### src/rtl/flags_state_if.sv
// Bundle between the controller/condition-check side (master) and the flag register (slave).
interface flags_state_if #(
  parameter int DEPTH = 4
);
  localparam int DW = $clog2(DEPTH + 1);

  logic [3:0]    FlagsNext;
  logic          Advance;
  logic          Save;
  logic          Restore;
  logic [3:0]    Flags;
  logic [DW-1:0] Depth;
  logic          Empty;
  logic          Full;
  logic          OvfErr;
  logic          UndErr;

  modport master (
    output FlagsNext, Advance, Save, Restore,
    input  Flags, Depth, Empty, Full, OvfErr, UndErr
  );

  modport slave (
    input  FlagsNext, Advance, Save, Restore,
    output Flags, Depth, Empty, Full, OvfErr, UndErr
  );
endinterface

### src/rtl/flags_state.sv
// NZCV flag register with a LIFO shadow stack for exception save/restore.
// Define FLAGS_SHADOW_EN to build the stack; without it Save/Restore are ignored.
module flags_state #(
  parameter int DEPTH = 4
) (
  input logic          clk,
  input logic          reset,
  flags_state_if.slave bus
);
  localparam int DW = $clog2(DEPTH + 1);

  logic [3:0] flags_q;
  logic [3:0] flags_d;

`ifdef FLAGS_SHADOW_EN
  localparam int IW = (DEPTH > 1) ? $clog2(DEPTH) : 1;

  logic [3:0]    stack [DEPTH];
  logic [DW-1:0] depth_q;
  logic [DW-1:0] depth_d;
  logic          empty_q;
  logic          full_q;
  logic          ovf_q;
  logic          und_q;
  logic          wr_en;
  logic [IW-1:0] wr_idx;
  logic [IW-1:0] top_idx;
  logic          ovf_set;
  logic          und_set;

  always_comb begin
    flags_d = flags_q;
    depth_d = depth_q;
    wr_en   = 1'b0;
    wr_idx  = IW'(depth_q);
    top_idx = IW'(depth_q - 1'b1);
    ovf_set = 1'b0;
    und_set = 1'b0;
    if (bus.Restore && !empty_q) begin
      // Restore wins over Advance; with Save it becomes an in-place exchange of the top entry.
      flags_d = stack[top_idx];
      if (bus.Save) begin
        wr_en  = 1'b1;
        wr_idx = top_idx;
      end else begin
        depth_d = depth_q - 1'b1;
      end
    end else begin
      if (bus.Advance) flags_d = bus.FlagsNext;
      und_set = bus.Restore;
      if (bus.Save) begin
        if (full_q) begin
          ovf_set = 1'b1;
        end else begin
          wr_en   = 1'b1;
          depth_d = depth_q + 1'b1;
        end
      end
    end
  end

  always_ff @(posedge clk) begin
    if (reset) begin
      flags_q <= 4'b0000;
      depth_q <= '0;
      empty_q <= 1'b1;
      full_q  <= 1'b0;
      ovf_q   <= 1'b0;
      und_q   <= 1'b0;
    end else begin
      flags_q <= flags_d;
      depth_q <= depth_d;
      empty_q <= (depth_d == '0);
      full_q  <= (depth_d == DW'(DEPTH));
      ovf_q   <= ovf_q | ovf_set;
      und_q   <= und_q | und_set;
    end
  end

  // Stack storage has no reset; clearing depth_q is enough to discard entries.
  always_ff @(posedge clk) begin
    if (!reset && wr_en) stack[wr_idx] <= flags_q;
  end

  assign bus.Depth  = depth_q;
  assign bus.Empty  = empty_q;
  assign bus.Full   = full_q;
  assign bus.OvfErr = ovf_q;
  assign bus.UndErr = und_q;
`else
  logic unused_stack_ctl;

  always_comb begin
    flags_d = flags_q;
    if (bus.Advance) flags_d = bus.FlagsNext;
  end

  always_ff @(posedge clk) begin
    if (reset) flags_q <= 4'b0000;
    else       flags_q <= flags_d;
  end

  assign unused_stack_ctl = bus.Save ^ bus.Restore;
  assign bus.Depth  = '0;
  assign bus.Empty  = 1'b1;
  assign bus.Full   = 1'b0;
  assign bus.OvfErr = 1'b0;
  assign bus.UndErr = 1'b0;
`endif

  assign bus.Flags = flags_q;
endmodule

### src/flat_wrapper.sv
// flat-port wrapper written by rule: the top's interface ports become plain ports
module flags_state_flat 
#(
  parameter int DEPTH = 4
)
  (clk, reset, bus_FlagsNext, bus_Advance, bus_Save, bus_Restore, bus_Flags, bus_Depth, bus_Empty, bus_Full, bus_OvfErr, bus_UndErr);
  flags_state_if #(.DEPTH(DEPTH)) bus_i ();
  input logic clk;
  input logic reset;
  input wire logic [$bits(bus_i.FlagsNext)-1:0] bus_FlagsNext;
  input wire logic [$bits(bus_i.Advance)-1:0] bus_Advance;
  input wire logic [$bits(bus_i.Save)-1:0] bus_Save;
  input wire logic [$bits(bus_i.Restore)-1:0] bus_Restore;
  output wire logic [$bits(bus_i.Flags)-1:0] bus_Flags;
  output wire logic [$bits(bus_i.Depth)-1:0] bus_Depth;
  output wire logic [$bits(bus_i.Empty)-1:0] bus_Empty;
  output wire logic [$bits(bus_i.Full)-1:0] bus_Full;
  output wire logic [$bits(bus_i.OvfErr)-1:0] bus_OvfErr;
  output wire logic [$bits(bus_i.UndErr)-1:0] bus_UndErr;
  assign bus_i.FlagsNext = bus_FlagsNext;
  assign bus_i.Advance = bus_Advance;
  assign bus_i.Save = bus_Save;
  assign bus_i.Restore = bus_Restore;
  assign bus_Flags = bus_i.Flags;
  assign bus_Depth = bus_i.Depth;
  assign bus_Empty = bus_i.Empty;
  assign bus_Full = bus_i.Full;
  assign bus_OvfErr = bus_i.OvfErr;
  assign bus_UndErr = bus_i.UndErr;
  flags_state #(.DEPTH(DEPTH)) u_core (.clk(clk), .reset(reset), .bus(bus_i));
endmodule
### config.mk
export PLATFORM = sky130hd
export DESIGN_NAME = flags_state_flat
export DESIGN_NICKNAME = d
export VERILOG_FILES = /design/src/rtl/flags_state_if.sv /design/src/rtl/flags_state.sv /design/src/flat_wrapper.sv
export SDC_FILE = /design/constraint.sdc
export NUM_CORES = 1
export LEC_CHECK = 0
export CAP_MARGIN = 20
export CORE_AREA = 8 8 45 47
export CTS_BUF_LIST = sky130_fd_sc_hd__clkbuf_16
export DETAILED_ROUTE_END_ITERATION = 10
export DIE_AREA = 0 0 53 55
export RECOVER_POWER = 50
export SLEW_MARGIN = 25
export SYNTH_ARGS = -nofsm -noshare
export SYNTH_HDL_FRONTEND = slang
export SYNTH_SLANG_ARGS = --single-unit
### constraint.sdc
create_clock -name clk -period 0.8 [get_ports clk]
set_input_delay 0.12 -clock clk [delete_from_list [all_inputs] [get_ports clk]]
set_output_delay 0.12 -clock clk [all_outputs]
set_load 0.05 [all_outputs]
==> metrics, run 1 <==
Seq/Total Area, Yosys 40.0%; core footprint 0.00138 sq mm; Synth area leader dfxtp_1; TritonCTS clock tree yes; Post-CTS Hold Fix Bufs 0; FP Rows 14; crit start category flop; Setup CP Type flop to output pin; nets 43; diode count 0; Fin. Hold Viols 0; crit path max fanout 2; CP delay by family, top flip-flops; initial antenna violation count 0; initial core utilization 14.5%; fill cell count 153; largest net degree at the start of global routing 5; WP buf/inv 1; M3 GR Usage 3.21%; Crit path required time 0.68 ns; clock-pin slew on the worst setup and hold paths 0.03 ns; grt met2 use 3.91%; post-route ant nets 0; CP Cell Sequence buf_12; DRT Pass-1 Iters 2; Hold WC Path Type input port to flop; min Tclk post-route 0.824 ns; synthesized instance count 22; All-Layer GR Usage 4.10%; GPL Wtd Cong 0.691; total number of vias 151; Synth-to-Final Area Change 100%; H-tree Lvls 1; drt wl/cell 10.2 um; PD cells 3000 mW/mm^2; clock latency on the worst-skew pair 0.22 ns; CTS Root Cell clkbuf_16; Worst EP arrival 0.70 ns; Ys Warns 0; post-synthesis area per instance 9.10 sq um; share of post-route cells with drive strength above 1 34.4%; peak supply drop 0.656 mV; top cells by area, synth dfxtp_1, buf_4, mux2i_1, nor2_1, conb_1; IO buf count 10; Synth top area share 40.0%; Tcrit/Tclk final 103%; Leak 0.184 nW; Die Wd 53 um; max-slew violations 0; gr busiest metal met4; slowest CP cell dfxtp_2; # clock sinks 4; DRC viols 0; Worst path max stage delay 0.34 ns; hold slack 0.429 ns; hpwl dp 397 um; RSZ-0062 raised after global routing yes; synthesized flop and latch total 4; Finish-stage setup viols 4; failing checks negative setup slack; commonest non-fill, non-tap cell in the layout conb_1; Worst Slack Setup Final -0.0239 ns; CTS buffer count 3; # Post-CTS Setup Buffers 0; Die Footprint 0.00292 sq mm; Setup crit end kind output pin; height of the die 55 um; Setup Skew 0 ns; GRT met1 Usage 3.35%; Mapped Area 200 sq um; Max Fclk 1210 MHz; maximum clock path buffer count 2; vias in the first global route 158; Cell variety after synth 6; Iter 0 DRT Violations 1; Max Cap Violations 0; Post-CTS Resized 1; total grt overflow 0; first-pass GRT wire length 696 um; Post-Route WL 488 um; utilization after layout 28.9%; Via density 3.15; status finished with violations; I/O pin count 20; Largest register FFs 4
[logic make-up after synthesis]
logic type	synth area share (%)
and+or+nand+nor	7.50
buffers and inverters	28.7
muxes	20.0
other	3.75
DFF	40.0
[routing by layer]
metal  share of wire (%)  routed length, um  vias to the layer above
met5                   0                  0                        -
met4                 4.5                 22                        0
met3                  24                118                        2
met2                  35                170                       15
met1                  36                176                       61
li1                    -                  -                       73
[per-stage QoR]
stage                     power [mW]  setup TNS, ns  cells  setup WS [ns]  instance area [sq um]
after global routing            1.24         -0.131     48        -0.0354                    400
after detailed placement       0.445          -1.19     45         -0.306                    327
after CTS                       1.22        -0.0929     48        -0.0279                    400
after global placement         0.445          -1.15     45         -0.290                    327
final                           1.20        -0.0686     48        -0.0239                    400
after floorplan                0.385              0     27         0.0843                    224
[cell type report]
class / instances / area (sq um) / share of cell area, %
flip-flops and latches: 4 / 85.1 / 21.2
multi-input cells: 15 / 81.3 / 20.3
repair buffers: 10 / 139 / 34.7
well taps: 16 / 20.0 / 5.00
clock buffers: 3 / 75.1 / 18.8
[where the power goes]
part,internal [mW],switching [mW],leakage [nW]
combinational,0.0777,0.134,0.113
sequential,0.216,0.0122,0.0344
clock,0.637,0.125,0.0370
total,0.931,0.271,0.184
[cell usage after synthesis]
master / count
dfxtp_1: 4
buf_4: 7
mux2i_1: 4
conb_1: 2
clkbuf_2: 1
nor2_1: 4
[worst paths after layout]
kind | startpoint | to | slack (ns) | depth (start not counted)
setup / recovery | u_core.bus.Flags[0] | bus_Flags[0] | -0.02 | 1
hold / removal | bus_Advance | u_core.bus.Flags[2] | 0.43 | 3
setup reg to reg | u_core.bus.Flags[0] | u_core.bus.Flags[0] | 0.17 | 2
hold reg to reg | u_core.bus.Flags[2] | u_core.bus.Flags[2] | 0.52 | 2
Power figures use the tool's default switching activity.
==> run 2, diff against run 1 <==
SETUP_SLACK_MARGIN = 0.2   (was unset)
SLEW_MARGIN = 20   (was 25)
==> run 2 against run 1 <==
The run still ends with negative setup slack left. Combinational power hardly changed. First-iteration DRC count unchanged. Via count up 4.0%. Final area rose by 2.5%. Worst hold slack gained 0.0081 ns. Sequential power is 3% lower. Clock power about the same. Register-to-register slack barely moved. Routed wire length rose by 0.20%. Setup slack gained 0.0024 ns. Power down 0.69%. Critical path depth unchanged.
==> metrics, run 2 (synthesized netlist as in run 1, its figures left out) <==
status finished with violations; failing checks negative setup slack; Net Sw Power 269 uW (-0.79%); Worst path max stage delay 0.34 ns (about the same); min Tclk post-route 0.822 ns (-0.00238 ns); Crit path required time 0.68 ns (about the same); CTS Root Cell clkbuf_16; peak supply drop 0.786 mV (+20%); initial antenna violation count 0 (unchanged); switching share of total power 22.6% (about the same); Setup crit end kind output pin; CTS buffer count 3 (unchanged); R2R cell count 2 (unchanged); total number of vias 157 (+4.0%); RSZ-0062 raised after global routing yes; PD cells 2910 mW/mm^2 (-3.1%); FF-to-FF setup slack 0.16 ns (about the same); H-tree Lvls 1 (unchanged); CP delay by family, top flip-flops; utilization after layout 29.7% (+0.72 points); Worst Slack Setup Final -0.0216 ns (+0.00238 ns); I/O pin count 20 (unchanged); first-pass GRT wire length 690 um (-0.86%); DRT Pass-1 Iters 2 (unchanged); largest net degree at the start of global routing 5 (unchanged); share of post-route cells with drive strength above 1 34.4% (unchanged); hold path endpoint u_core.bus.Flags[1]; Via density 3.27 (+4.0%); Synth-to-Final Area Change 105%; hpwl dp 405 um (+2.1%); crit path max fanout 2 (unchanged); Post-CTS Hold Fix Bufs 0 (unchanged); initial core utilization 14.5% (unchanged); # Post-CTS Setup Buffers 0 (unchanged); Fin. Hold Viols 0 (unchanged); WP buf/inv 1 (unchanged); # clock sinks 4 (unchanged); FF-to-FF End u_core.bus.Flags[3]; All-Layer GR Usage 4.16% (+0.057 points); core footprint 0.00138 sq mm (unchanged); slowest CP cell dfxtp_4; combinational fraction of design power 17.9% (+0.3 points); Hold Startpoint bus_Advance; Worst EP arrival 0.70 ns (about the same); clock latency on the worst-skew pair 0.22 ns (about the same); Finish-stage setup viols 4 (unchanged); Die Wd 53 um (unchanged); TritonCTS clock tree yes; RR Startpoint u_core.bus.Flags[3]; crit start category flop; drt wl/cell 10.2 um (+0.20%); maximum clock path buffer count 2 (unchanged); DRC viols 0 (unchanged); Hold WC Path Type input port to flop; diode count 0 (unchanged); Largest register FFs 4 (unchanged); vias in the first global route 161 (+1.9%); Leak 0.185 nW (+0.39%); Setup Skew 0 ns (unchanged); Sequential Power Share 18.5% (-0.5 points); Tcrit/Tclk final 103% (-0.30 points); power share of the clock group 63.6% (+0.2 points); commonest non-fill, non-tap cell in the layout conb_1; Post-Route WL 489 um (+0.20%); total grt overflow 0 (unchanged); hold slack 0.437 ns (+0.00811 ns); Die Footprint 0.00292 sq mm (unchanged); most frequent cells in the layout conb_1, clkdlybuf4s50_1; Cell Int Power 924 uW (-0.66%); clock-pin slew on the worst setup and hold paths 0.03 ns (about the same); fill cell count 149 (-2.6%); nets 43 (unchanged); IO buf count 10 (unchanged); Worst Hold Path Cells 3 (unchanged); Max Cap Violations 0 (unchanged); Iter 0 DRT Violations 1 (unchanged); GPL Wtd Cong 0.667 (-3.5%); max-slew violations 0 (unchanged); Setup CP Type flop to output pin; post-route ant nets 0 (unchanged); FP Rows 14 (unchanged); CP Cell Sequence buf_12; Max Fclk 1220 MHz (+0.29%); height of the die 55 um (unchanged)
run 2: power groups by stage:
stage	logic, mW	clock network (mW)	registers, mW
finish	0.214	0.759	0.221
detailed placement	0.216	0	0.223
CTS	0.214	0.778	0.221
floorplan	0.120	0	0.259
global route	0.223	0.794	0.222
global placement	0.215	0	0.223
run 2: how the worst max path moves through the flow:
stage	start	endpoint	slack, ns	cells after the start
6_report	u_core.bus.Flags[1]	bus_Flags[1]	-0.02	1
5_1_grt	u_core.bus.Flags[2]	bus_Flags[2]	-0.04	1
4_1_cts	u_core.bus.Flags[0]	bus_Flags[0]	-0.03	1
3_5_place_dp	bus_Advance	u_core.bus.Flags[3]	-0.31	3
3_3_place_gp	bus_Advance	u_core.bus.Flags[0]	-0.29	3
2_1_floorplan	u_core.bus.Flags[0]	u_core.bus.Flags[0]	0.14	2
run 2: tightest hold or removal path: cells and delay by family:
family	cells	cell delay, ns
multiplexers	1	0.11
buffers and inverters	1	0.32
AND/OR/NAND/NOR	1	0.07
run 2: area by class of cell:
type,instances,area (sq um),share of cell area (%)
repair buffers,10,139,33.8
flip-flops and latches,4,95.1,23.2
multi-input cells,15,81.3,19.8
clock buffers,3,75.1,18.3
well taps,16,20.0,4.88
run 2: metal layers:
metal  share of wire (%)  track usage, %  wire [um]  up-vias
met5                   0               0          0        -
met4                 4.5            10.3         22        0
met3                  25            3.21        124        2
met2                  37            3.71        183       15
met1                  33            3.20        159       67
li1                    -               -          -       73
run 2: timing repair:
action,CTS,global route
pin swaps,1,2
resized for setup,1,0
endpoints found under the hold margin,0,0
endpoints found under the setup margin,8,8
run 2: metrics by stage:
stage               std cells  setup WS [ns]  TNS [ns]  total power [mW]  cell area [sq um]
detailed placement         45         -0.314     -1.23             0.439                337
finish                     48        -0.0216   -0.0822              1.19                410
global placement           45         -0.287     -1.14             0.438                337
floorplan                  27          0.136         0             0.379                234
global route               48        -0.0374    -0.139              1.24                410
CTS                        48        -0.0274    -0.107              1.21                410
==> run 3, diff against run 2 <==
CORE_AREA = 2 2 39 41   (was 8 8 45 47)
DIE_AREA = 0 0 41 43   (was 0 0 53 55)
==> run 3 against run 2 <==
The flow still finishes with violations (negative setup slack). Flip-flop and latch count unchanged. Count of clock-buffer cells in the layout is the same. Routed wire length decreased by 26%. First-iteration DRC count increased by 100%. Non-clock buffer count unchanged. Core utilization is the same. Register-to-register slack is essentially flat. Power increased by 0.32%. Critical endpoint is now bus_Flags[0]. Largest power group unchanged.
==> metrics, run 3 (synthesized netlist as in run 1, its figures left out) <==
status finished with violations; failing checks negative setup slack; share of post-route cells with drive strength above 1 34.4% (unchanged); Setup CP Type flop to output pin; CTS Root Cell clkbuf_16; FP Rows 14 (unchanged); RSZ-0062 raised after global routing yes; drt wl/cell 7.58 um (-26%); dpl cell area 337 sq um (unchanged); CP delay by family, top flip-flops; initial antenna violation count 0 (unchanged); IO buf count 10 (unchanged); peak supply drop 0.668 mV (-15%); total number of vias 155 (-1.3%); commonest non-fill, non-tap cell in the layout conb_1; Die Wd 41 um (-23%); Worst path max stage delay 0.34 ns (about the same); Finish-stage setup viols 4 (unchanged); Synth-to-Final Area Change 105% (unchanged); GRT met1 Usage 2.26% (-0.94 points); Design Area, Final 410 sq um (unchanged); # clock sinks 4 (unchanged); slowest CP cell dfxtp_4; diode count 0 (unchanged); Crit path required time 0.68 ns (about the same); first-pass GRT wire length 510 um (-26%); maximum clock path buffer count 2 (unchanged); Worst Hold Path Cells 3 (unchanged); H-tree Lvls 1 (unchanged); Via density 3.23 (-1.3%); Die Footprint 0.00176 sq mm (-40%); All-Layer GR Usage 5.33% (+1.2 points); hpwl dp 307 um (-24%); Largest register FFs 4 (unchanged); total grt overflow 0 (unchanged); DRC viols 0 (unchanged); Iter 0 DRT Violations 2 (+1); Hold WC Path Type input port to flop; GPL Wtd Cong 0.462 (-31%); gr busiest metal met4; Setup Slack @ Placement -0.316 ns (-0.00212 ns); height of the die 43 um (-22%); largest net degree at the start of global routing 5 (unchanged); most frequent cells in the layout conb_1, clkdlybuf4s50_1; WP buf/inv 1 (unchanged); Fin. Hold Viols 0 (unchanged); vias in the first global route 144 (-11%); crit start category flop; TritonCTS clock tree yes; Post-Route WL 364 um (-26%); core footprint 0.00138 sq mm (unchanged); Setup crit end kind output pin; Worst Slack Setup Final -0.0244 ns (-0.00280 ns); Worst EP arrival 0.70 ns (about the same); grt met2 use 7.81% (+4.1 points); Max Fclk 1210 MHz (-0.34%); nets 43 (unchanged); Crit path depth 1 (unchanged); CP Cell Sequence buf_12; post-route ant nets 0 (unchanged); max-slew violations 0 (unchanged); I/O pin count 20 (unchanged); M3 GR Usage 3.14% (-0.067 points); CTS buffer count 3 (unchanged); clock latency on the worst-skew pair 0.22 ns (about the same); Max Cap Violations 0 (unchanged); Setup Skew 0 ns (unchanged); DRT Pass-1 Iters 4 (+2); PD cells 2920 mW/mm^2 (+0.32%); R2R cell count 2 (unchanged); Leak 0.185 nW (+0.13%); min Tclk post-route 0.824 ns (+0.00280 ns); initial core utilization 14.5% (unchanged); crit path max fanout 2 (unchanged); clock-pin slew on the worst setup and hold paths 0.03 ns (about the same); Tcrit/Tclk final 103% (+0.35 points)
run 3: cell counts in the layout (fill, tap and decap cells not counted):
Identical to the previous run, type by type.
run 3: cell type report:
| type | count | area [sq um] |
|---|---|---|
| clock buffer | 3 | 75.1 |
| fill | 151 | 973 |
| multi-input combinational | 15 | 81.3 |
| sequential | 4 | 95.1 |
| tap | 16 | 20.0 |
| timing repair buffer | 10 | 139 |
run 3: report_power, final:
part           switching (mW)  internal (mW)
combinational           0.134         0.0790
sequential             0.0120          0.208
clock                   0.127          0.637
run 3: per-layer routing:
metal / part of all wire, % / routed length (um)
met3: 18 / 64
met2: 54 / 195
met1: 29 / 105
met4: 0 / 0
met5: 0 / 0
run 3: final timing paths:
path | startpoint | to | slack, ns
worst max-delay path | u_core.bus.Flags[0] | bus_Flags[0] | -0.02
worst min-delay path | bus_Advance | u_core.bus.Flags[1] | 0.44
worst max register to register | u_core.bus.Flags[0] | u_core.bus.Flags[0] | 0.16
worst min register to register | u_core.bus.Flags[1] | u_core.bus.Flags[1] | 0.52
run 3: repair_timing:
action,CTS,global route
pin swaps,1,1
endpoints found under the setup margin,8,8
hold buffers,0,0
gates resized for setup,1,0
setup buffers,0,0
run 3: through the flow:
stage	hold slack (ns)	TNS [ns]	utilization [%]	cells	power (mW)
final	0.438	-0.0852	29.7	48	1.20
after global routing	0.493	-0.142	29.7	48	1.25
after CTS	0.449	-0.106	29.7	48	1.21
after global placement	0.514	-1.17	24.3	45	0.438
after floorplan	0.183	0	-	27	0.379
after detailed placement	0.523	-1.25	24.3	45	0.439
